--- src/rtl/fabric_stream_gen.sv ---
// Valid/ready token source: emits COUNT tokens base, base+stride, ... with a fixed tag,
// holding each token stable under backpressure until it is accepted.
module fabric_stream_gen #(
    parameter int DATA_WIDTH  = 32,
    parameter int TAG_WIDTH   = 0,
    parameter int COUNT_WIDTH = 16
) (
    input  logic                                          clk,
    input  logic                                          rst,
    input  logic [2*DATA_WIDTH+COUNT_WIDTH+TAG_WIDTH-1:0] cfg_data,
    input  logic                                          start,
    output logic                                          busy,
    output logic                                          done,
    output logic                                          out_valid,
    input  logic                                          out_ready,
    output logic [DATA_WIDTH+TAG_WIDTH-1:0]               out_data
);

    generate
        if (DATA_WIDTH < 1) begin : g_bad_type
            $fatal(1, "CPL_STREAM_GEN_INVALID_TYPE: DATA_WIDTH must be at least 1");
        end
        if (TAG_WIDTH < 0 || TAG_WIDTH > 16) begin : g_bad_tag
            $fatal(1, "CPL_STREAM_GEN_INVALID_TAG: TAG_WIDTH must be 0..16");
        end
        if (COUNT_WIDTH < 1) begin : g_bad_count
            $fatal(1, "CPL_STREAM_GEN_INVALID_COUNT: COUNT_WIDTH must be at least 1");
        end
    endgenerate

    typedef enum logic {
        IDLE = 1'b0,
        RUN  = 1'b1
    } state_t;

    state_t                 state_q, state_d;
    logic [DATA_WIDTH-1:0]  value_q, value_d;
    logic [DATA_WIDTH-1:0]  stride_q, stride_d;
    logic [COUNT_WIDTH-1:0] rem_q, rem_d;
    logic                   done_q, done_d;

    logic [DATA_WIDTH-1:0]  cfg_base;
    logic [DATA_WIDTH-1:0]  cfg_stride;
    logic [COUNT_WIDTH-1:0] cfg_count;
    logic                   load;
    logic                   handshake;

    assign cfg_base   = cfg_data[DATA_WIDTH-1:0];
    assign cfg_stride = cfg_data[2*DATA_WIDTH-1:DATA_WIDTH];
    assign cfg_count  = cfg_data[2*DATA_WIDTH+COUNT_WIDTH-1:2*DATA_WIDTH];

    // start is only honoured from IDLE, so requests while busy simply fall away.
    assign load      = (state_q == IDLE) && start;
    assign handshake = out_valid && out_ready;

    always_comb begin
        state_d  = state_q;
        value_d  = value_q;
        stride_d = stride_q;
        rem_d    = rem_q;
        done_d   = 1'b0;
        case (state_q)
            IDLE: begin
                if (start) begin
                    value_d  = cfg_base;
                    stride_d = cfg_stride;
                    rem_d    = cfg_count;
                    if (cfg_count != '0) begin
                        state_d = RUN;
                    end else begin
                        done_d = 1'b1;
                    end
                end
            end
            RUN: begin
                if (out_ready) begin
                    value_d = value_q + stride_q;
                    rem_d   = rem_q - COUNT_WIDTH'(1);
                    if (rem_q == COUNT_WIDTH'(1)) begin
                        state_d = IDLE;
                        done_d  = 1'b1;
                    end
                end
            end
            default: state_d = IDLE;
        endcase
    end

    always_ff @(posedge clk or posedge rst) begin
        if (rst) begin
            state_q  <= IDLE;
            value_q  <= '0;
            stride_q <= '0;
            rem_q    <= '0;
            done_q   <= 1'b0;
        end else begin
            state_q  <= state_d;
            value_q  <= value_d;
            stride_q <= stride_d;
            rem_q    <= rem_d;
            done_q   <= done_d;
        end
    end

    // Valid is a pure function of state, so it can never follow out_ready combinationally.
    assign out_valid = (state_q == RUN);
    assign busy      = (state_q == RUN);
    assign done      = done_q;

    generate
        if (TAG_WIDTH > 0) begin : g_tag
            logic [TAG_WIDTH-1:0] tag_q;

            always_ff @(posedge clk or posedge rst) begin
                if (rst) begin
                    tag_q <= '0;
                end else if (load) begin
                    tag_q <= cfg_data[2*DATA_WIDTH+COUNT_WIDTH+TAG_WIDTH-1:2*DATA_WIDTH+COUNT_WIDTH];
                end
            end

            assign out_data = out_valid ? {tag_q, value_q} : '0;
        end else begin : g_notag
            assign out_data = out_valid ? value_q : '0;
        end
    endgenerate

    // handshake is kept as a named term for readability of waveforms.
    logic unused_handshake;
    assign unused_handshake = handshake;

endmodule
--- config.mk ---
export PLATFORM = sky130hd
export DESIGN_NAME = fabric_stream_gen
export DESIGN_NICKNAME = d
export VERILOG_FILES = /design/src/rtl/fabric_stream_gen.sv
export SDC_FILE = /design/constraint.sdc
export NUM_CORES = 1
export LEC_CHECK = 0
export ABC_AREA = 1
export BUFFER_PORTS_ARGS = -buffer_cell sky130_fd_sc_hd__buf_2
export CORE_MARGIN = 4
export CORE_UTILIZATION = 52
export DETAILED_ROUTE_END_ITERATION = 12
export HOLD_SLACK_MARGIN = 0.05
export PLACE_DENSITY = 0.78
export RECOVER_POWER = 25
export SETUP_SLACK_MARGIN = 0.2
export SLEW_MARGIN = 0
export SYNTH_ARGS = -nofsm -noshare
export SYNTH_HDL_FRONTEND = slang
export SYNTH_SLANG_ARGS = --single-unit
--- constraint.sdc ---
create_clock -name clk -period 3 [get_ports clk]
set_clock_uncertainty 0.1 [all_clocks]
set_input_delay 0.9 -clock clk [delete_from_list [all_inputs] [get_ports clk]]
set_output_delay 0.9 -clock clk [all_outputs]
set_load 0.02 [all_outputs]
==> results of run 1 <==
==> path summary, 6_finish.rpt <==
path                                         startpoint                       to  depth (start not counted)
worst max register to register   value_q[0]$_DFFE_PP0P_  value_q[16]$_DFFE_PP0P_                         10
worst max-delay path                     busy$_DFF_PP0_             out_data[15]                          4
max in group asynchronous                           rst  stride_q[3]$_DFFE_PP0P_                          3
worst min-delay path            stride_q[0]$_DFFE_PP0P_  stride_q[0]$_DFFE_PP0P_                          2
min in group asynchronous                           rst     rem_q[8]$_DFFE_PP0P_                          3
worst min register to register  stride_q[0]$_DFFE_PP0P_  stride_q[0]$_DFFE_PP0P_                          2
==> stage by stage <==
stage	utilization (%)	std cells	setup slack, ns
CTS	62.30	1312	0.3514
detailed placement	59.58	1296	0.6390
global route	62.28	1312	0.2506
finish	62.28	1312	0.3796
global placement	59.58	1296	0.6432
floorplan	-	1049	0.6849
==> power breakdown <==
part           leakage, nW  switching, W  internal, W
Clock                0.153      0.000473     0.000736
Sequential            1.10      0.000193      0.00132
Combinational         3.49      0.000841     0.000519
Total                 4.74       0.00151      0.00258
==> sequential cells by signal (all words and copies together), names as in the netlist <==
register	flops
busy	1
done	1
rem_q	16
stride_q	32
value_q	32
==> final cells by class <==
class	instances	area share (%)
inverters	164	8.246
repair buffers	128	9.232
clock inverters	7	1.355
multi-input cells	775	48.25
well taps	147	2.459
flip-flops and latches	82	27.45
clock buffers	9	3.011
==> layer usage <==
layer	GRT usage [%]	wire, um
met1	34.48	8219
met4	5.865	300
met5	0	0
met3	4.938	872
met2	39.93	7933
==> logic make-up after synthesis <==
group / synth area share [%]
adder cells (fa/ha/maj): 6.764
AND/OR/NAND/NOR: 38.14
buffers and inverters: 11.53
flip-flops: 32.06
AO/OA/AOI/OAI: 8.759
XOR/XNOR: 2.737
==> worst max-delay path, stage by stage (launching register included) <==
cell and delay, ns:
dfrtp_2 0.62, buf_4 0.35, nand2_1 0.09, inv_1 0.05, buf_2 0.15
==> placed cells by master, fill, tap and decap left out, types with 3 or more instances in the layout <==
master,Yosys,final
clkbuf_16,0,9
inv_2,4,4
nor2_1,110,110
inv_1,160,159
o21ai_0,33,33
nor4_1,4,4
o22ai_1,5,5
buf_4,1,8
o211ai_1,4,4
buf_2,11,118
ha_1,33,33
nand3_1,47,47
o21ai_1,6,6
nand2_1,441,441
dfrtp_1,82,81
a21oi_1,43,43
a31oi_1,3,3
and2_1,3,3
nand4_1,6,6
xor2_1,18,18
o21bai_1,5,5
==> reports/qor.csv, run 1 <==
metric,value,unit
Routed Antenna Nets,0,
DIE WIDTH,118.9,um
P&R area growth vs syn,16.89,%
register area,2053,sq um
LEAKAGE,4.742,nW
Post-synth top cells,"nand2_1, inv_1, nor2_1",
Worst-Margin Slew,0.5265,ns
Multi-input gate area,3610,sq um
"Design Area, Final",7481,sq um
GP Congestion,0.9605,
Fmax,381.6,MHz
Crit Path Max Fanout,23,
final cycle utilization of the critical path,87.35,%
CTS Buf Count,9,
ys async rst share,100.0,%
vias post-DR,6660,
drt first pass iters,6,
syn_nets,1167,
Initial Util,53.28,%
Tot Pwr,0.004082,W
Period minus WS final,2.620,ns
Yosys top cell area share,32.06,%
count of final setup violators,0,
Worst Path Required,2.00,ns
Slew Limit Headroom,64.90,%
VDD IR max,474.3,uV
Hold WC Path Type,reg -> reg,
die height,118.9,um
library cells used by synthesis,34,
Clock Pin Slew Worst Setup and Hold Paths,0.07,ns
vias per cell,5.076,
critical path endpoint category,primary output,
Post-Route Setup TNS,0,ns
CORE AREA,12010,sq um
final wirelength,17330,um
synthesized area,6400,sq um
Synth area leader,dfrtp_1,
Seq cells post-synth,82,
Die ar.,14150,sq um
Worst Path Arrival,1.62,ns
clk sinks,82,
first-pass GRT wire length,28950,um
antenna violations before repair,0,
std cell rows,40,
post-placement cell area,7157,sq um
Pins Over Slew Limit,0,
DR WL/cell,13.21,um
status,"finished, final reports clean",
maximum clock path buffer count,2,
Setup Buffers After CTS,0,
All-Layer GR Usage,24.77,%
critical path launch point type,flip-flop,
WHS,0.3891,ns
kind of critical path,reg -> out,
final hold vios,0,
"Clk Latency, worst-skew pair",0.35,ns
Detailed Place HPWL,13070,um
"setup slack, reg-to-reg",0.60,ns
vias in the first global route,6208,
unrepaired setup endpoints after global routing,no,
total gr overflow,0,
share of cells above drive strength 1,13.13,%
1st-iter DRT viols,423,
Fillers,1193,
Port Buffer Count,118,
largest net degree at the start of global routing,83,
synthesized area per cell,6.101,sq um
number of synthesis warnings,0,
CTS root buf,clkbuf_16,
Main synth FF type,dfrtp_1,
post-cts sizing count,0,
Mapped Cells,1049,
number of flops mapped to enable cells by yosys,0,
Synth area leaders,"dfrtp_1, nand2_1, inv_1",
CTS tree,done,
Pwr Density,545.6,nW/um^2
nets,1278,
# IOs,119,
max-cap viol count,0,
register area share after synthesis,32.06,%
H-tree depth,3,
# diodes,0,
drt drc,0,
most numerous cell in the Yosys netlist,nand2_1,
hold buffer count at cts,0,
Power figures use the tool's default switching activity.
==> run 2, diff against run 1 <==
- clock period: 3 -> 2.3 ns (I/O delays scaled with it)
==> reports/qor.csv, run 2 (same netlist as run 1, synthesis figures left out) <==
metric,value,unit,change
antenna violations before repair,0,,unchanged
pre-CTS setup slack,0.09449,ns,was 0.6390 ns
Fmax,482.5,MHz,
std cell rows,40,,unchanged
Hold WC Path Type,reg -> reg,,unchanged
drt drc,0,,unchanged
kind of critical path,reg -> reg,,was reg -> out
"Top cell by count, worst path",nand2_1,,
P&R area growth vs syn,24.87,%,was 16.89%
status,"finished, final reports clean",,unchanged
most frequent cells in the layout,"nand2_1, inv_1, buf_2, nor2_1, dfrtp_1",,unchanged
Pwr Density,695.5,nW/um^2,was 545.6 nW/um^2
1st-iter DRT viols,469,,was 423
met1 GRT Util,35.02,%,was 34.48%
# IOs,119,,unchanged
nets,1293,,was 1278
met2 Use GR,41.24,%,was 39.93%
H-tree depth,3,,unchanged
CP startpoint,value_q[2]$_DFFE_PP0P_,,was busy$_DFF_PP0_
vias in the first global route,6467,,was 6208
vias per cell,5.171,,was 5.076
Worst path max stage delay,0.40,ns,was 0.62 ns
vias post-DR,6862,,was 6660
unrepaired setup endpoints after global routing,yes,,was no
Worst Min Path Start,stride_q[29]$_DFFE_PP0P_,,was stride_q[0]$_DFFE_PP0P_
Period minus WS final,2.073,ns,
Worst-Margin Slew,1.130,ns,was 0.5265 ns
r2r startpoint,value_q[2]$_DFFE_PP0P_,,was value_q[0]$_DFFE_PP0P_
Routed Antenna Nets,0,,unchanged
"Clk Latency, worst-skew pair",0.36,ns,was 0.35 ns
count of final setup violators,0,,unchanged
All-Layer GR Usage,25.72,%,was 24.77%
Pins Over Slew Limit,0,,unchanged
placed insts,1304,,was 1296
critical path endpoint category,flip-flop,,was primary output
Slew Limit Headroom,24.69,%,was 64.90%
largest net degree at the start of global routing,83,,unchanged
total gr overflow,0,,unchanged
VDD IR max,555.5,uV,was 474.3 uV
critical path launch point type,flip-flop,,unchanged
Detailed Place HPWL,13380,um,was 13070 um
first-pass GRT wire length,29880,um,was 28950 um
"leading cell type in the layout, fill and taps excluded",nand2_1,,unchanged
share of cells above drive strength 1,20.08,%,was 13.13%
final worst setup slack,0.2274,ns,was 0.3796 ns
post-placement cell area,7242,sq um,was 7157 sq um
DR WL/cell,13.96,um,was 13.21 um
WHS,0.3979,ns,was 0.3891 ns
Top Registers,"stride_q: 32 flops, value_q: 32 flops, rem_q: 16 flops",,unchanged
worst path cell trace,ha_2 -> nand2_1 -> nand2_1 -> nand2_1 -> nand2_1 -> nand2_1 -> nand3_2 -> nand2_1 -> nand3_1 -> nand2_1 -> nand3_1 -> nand2_1 -> nand2_1,,was buf_4 -> nand2_1 -> inv_1 -> buf_2
clock share of power,27.9,%,was 29.6%
"Cell Count, Final, Fillers Out",1327,,was 1312
Clock Pin Slew Worst Setup and Hold Paths,0.07,ns,about the same
Int Power,0.003481,W,was 0.002575 W
Worst Path Arrival,2.22,ns,was 1.62 ns
max-cap viol count,0,,unchanged
switching pwr,0.002077,W,was 0.001507 W
Post-Route Setup TNS,0,ns,unchanged
Fillers,1114,,was 1193
final cycle utilization of the critical path,90.11,%,
met3 global-route usage,5.413,%,was 4.938%
CP max stage cell,dfrtp_1,,was dfrtp_2
final wirelength,18520,um,was 17330 um
Port Buffer Count,118,,unchanged
DIE WIDTH,118.9,um,unchanged
final hold vios,0,,unchanged
CTS root buf,clkbuf_16,,unchanged
CORE AREA,12010,sq um,unchanged
Initial Util,53.28,%,unchanged
LEAKAGE,4.837,nW,was 4.742 nW
Sequential Power Share,36.1,%,was 37.1%
Sw Share,37.37,%,was 36.91%
"setup slack, reg-to-reg",0.23,ns,was 0.60 ns
Crit Path Max Fanout,6,,was 23
"Design Area, Final",7991,sq um,was 7481 sq um
maximum clock path buffer count,2,,unchanged
drt first pass iters,7,,was 6
clk sinks,82,,unchanged
die height,118.9,um,unchanged
Worst Path Required,2.45,ns,was 2.00 ns
gr busiest metal,met2,,unchanged
Die ar.,14150,sq um,unchanged
GP Congestion,0.9848,,was 0.9605
CTS tree,done,,unchanged
Gate power share,36.0,%,was 33.3%
# diodes,0,,unchanged
CTS Buf Count,9,,unchanged
[run 2: power by group through the flow]
stage | clock network [W] | logic [W] | registers (W)
5_1_grt | 0.00162 | 0.00225 | 0.00204
4_1_cts | 0.00156 | 0.00182 | 0.00196
6_report | 0.00155 | 0.00200 | 0.00201
3_5_place_dp | 0 | 0.00179 | 0.00198
2_1_floorplan | 0 | 0.00130 | 0.00191
3_3_place_gp | 0 | 0.00175 | 0.00198
[run 2: worst max-delay path: cells and delay by family (launching register included)]
| kind | cells | cell delay (ns) |
|---|---|---|
| and+or+nand+nor | 12 | 1.13 |
| DFF | 1 | 0.40 |
| adders and majority gates | 1 | 0.35 |
[run 2: path summary, 6_finish.rpt]
check                                      endpoint  cells past startpoint
max                         value_q[25]$_DFFE_PP0P_                     13
max in group asynchronous    value_q[1]$_DFFE_PP0P_                      3
min                        stride_q[29]$_DFFE_PP0P_                      2
max reg2reg                 value_q[25]$_DFFE_PP0P_                     13
min in group asynchronous      rem_q[9]$_DFFE_PP0P_                      3
min reg2reg                stride_q[29]$_DFFE_PP0P_                      2
[run 2: layer usage]
layer  share of wire, %  routed length [um]
met5                  0                   0
met4                2.3                 435
met3                6.7                1237
met2                 46                8510
met1                 45                8339
[run 2: area by class of cell]
class	instances	area (sq um)	share of cell area (%)
tap	147	183.9	2.302
inverter	164	619.3	7.750
timing repair buffer	143	818.3	10.24
clock buffer	13	270.3	3.382
sequential	82	2054	25.71
clock inverter	3	46.29	0.5793
multi-input combinational	775	3999	50.04
[run 2: metrics by stage]
stage	power, W	util [%]
CTS	0.005348	63.29
detailed placement	0.003770	60.29
global placement	0.003731	60.29
finish	0.005558	66.53
global route	0.005916	66.53
floorplan	0.003217	-
[run 2: timing repair]
action	CTS	global route
setup buffers	2	5
gates resized for setup	6	74
endpoints found under the setup margin	40	29
hold buffers	0	0
pin swaps	1	7
==> run 3, diff against run 2 <==
- REMOVE_ABC_BUFFERS: default -> 1
==> reports/qor.csv, run 3 (same netlist as run 1, synthesis figures left out) <==
metric,value,unit,change
Routed Antenna Nets,0,,unchanged
VDD IR max,699.8,uV,was 555.5 uV
drt first pass iters,5,,was 7
All-Layer GR Usage,25.95,%,was 25.72%
largest net degree at the start of global routing,83,,unchanged
maximum clock path buffer count,2,,unchanged
fin util,70.17,%,was 66.53%
H-tree depth,3,,unchanged
Port Buffer Count,118,,unchanged
DIE WIDTH,118.9,um,unchanged
critical path endpoint category,primary output,,was flip-flop
Worst Path Required,1.51,ns,was 2.45 ns
Worst-Margin Slew,1.142,ns,was 1.130 ns
final hold vios,0,,unchanged
Fillers,1052,,was 1114
antenna violations before repair,0,,unchanged
CTS Buf Count,9,,unchanged
first-pass GRT wire length,29820,um,was 29880 um
CTS root buf,clkbuf_16,,unchanged
DR WL/cell,14.64,um,was 13.96 um
Pwr Density,710.0,nW/um^2,was 695.5 nW/um^2
Pins Over Slew Limit,0,,unchanged
"Clk Latency, worst-skew pair",0.36,ns,about the same
Die ar.,14150,sq um,unchanged
share of cells above drive strength 1,23.91,%,was 20.08%
kind of critical path,reg -> out,,was reg -> reg
clk sinks,82,,unchanged
Clock Pin Slew Worst Setup and Hold Paths,0.07,ns,about the same
final wirelength,19550,um,was 18520 um
# diodes,0,,unchanged
CORE AREA,12010,sq um,unchanged
max-cap viol count,0,,unchanged
Hold WC Path Type,reg -> reg,,unchanged
vias post-DR,6897,,was 6862
Worst Path Arrival,1.37,ns,was 2.22 ns
std cell rows,40,,unchanged
vias in the first global route,6283,,was 6467
LEAKAGE,4.935,nW,was 4.837 nW
drt drc,0,,unchanged
count of final setup violators,0,,unchanged
# IOs,119,,unchanged
1st-iter DRT viols,453,,was 469
Period minus WS final,2.161,ns,was 2.073 ns
total gr overflow,0,,unchanged
final cycle utilization of the critical path,93.96,%,was 90.11%
Slew Limit Headroom,23.90,%,was 24.69%
P&R area growth vs syn,31.69,%,was 24.87%
vias per cell,5.166,,was 5.171
Initial Util,53.28,%,unchanged
status,"finished, final reports clean",,unchanged
unrepaired setup endpoints after global routing,yes,,unchanged
Top Registers,"stride_q: 32 flops, value_q: 32 flops, rem_q: 16 flops",,unchanged
most frequent cells in the layout,"nand2_1, inv_1, nor2_1, buf_2, dfrtp_1",,"was nand2_1, inv_1, buf_2, nor2_1, dfrtp_1"
GP Congestion,0.9348,,was 0.9848
WHS,0.3890,ns,was 0.3979 ns
Crit Path Max Fanout,7,,was 6
Detailed Place HPWL,13670,um,was 13380 um
hold buffer count at cts,0,,unchanged
CTS tree,done,,unchanged
critical path launch point type,flip-flop,,unchanged
"leading cell type in the layout, fill and taps excluded",nand2_1,,unchanged
die height,118.9,um,unchanged
Fmax,462.7,MHz,was 482.5 MHz
nets,1301,,was 1293
[run 3: repair_timing]
action,CTS,global route
resized for setup,11,179
cloned,1,3
setup endpoints to repair,47,54
setup buffers,4,8
pin swaps,1,13
[run 3: routing by layer]
metal / wire, um / global-route usage (%) / vias up
met2: 9038 / 40.60 / 234
met4: 183 / 4.779 / 0
met5: 0 / 0 / -
met3: 1389 / 5.271 / 21
li1: - / - / 3490
met1: 8937 / 37.65 / 3152
[run 3: power breakdown]
part	switching (W)	internal (W)	leakage [nW]
registers	0.000337	0.00172	1.10
clock network	0.000640	0.00107	0.171
logic	0.00120	0.00101	3.67
total	0.00218	0.00381	4.94
[run 3: area by class of cell]
class / count / area [sq um] / area share, %
clock buffer: 9 / 225.2 / 2.672
timing repair buffer: 151 / 1141 / 13.54
clock inverter: 7 / 121.4 / 1.440
multi-input combinational: 775 / 4083 / 48.44
tap: 147 / 183.9 / 2.182
inverter: 164 / 616.8 / 7.319
sequential: 82 / 2057 / 24.41
[run 3: path summary, 6_finish.rpt]
kind | slack, ns | endpoint | depth (start not counted) | from
setup / recovery | 0.14 | out_data[15] | 5 | busy$_DFF_PP0_
hold / removal | 0.39 | stride_q[29]$_DFFE_PP0P_ | 2 | stride_q[29]$_DFFE_PP0P_
setup reg to reg | 0.19 | value_q[11]$_DFFE_PP0P_ | 9 | value_q[6]$_DFFE_PP0P_
hold reg to reg | 0.39 | stride_q[29]$_DFFE_PP0P_ | 2 | stride_q[29]$_DFFE_PP0P_
max in group asynchronous | 0.67 | busy$_DFF_PP0_ | 3 | rst
min in group asynchronous | 0.64 | rem_q[9]$_DFFE_PP0P_ | 3 | rst
[run 3: through the flow]
step	instances	power [W]	worst slack (ns)	TNS, ns	cell area (sq um)
4_1_cts	1324	0.005482	0.1572	0	7674
3_3_place_gp	1303	0.003714	0.1292	0	7232
3_5_place_dp	1303	0.003747	0.08803	0	7232
6_report	1335	0.005984	0.1389	0	8428
5_1_grt	1335	0.006345	0.1094	0	8428
2_1_floorplan	1021	0.003206	-1.829	-157.65	6277
[run 3: worst max-delay path, cell delays in order (launching register included)]
cell and delay [ns]:
dfrtp_2 0.43, buf_8 0.15, buf_12 0.15, nand2_2 0.08, inv_1 0.05, buf_2 0.15
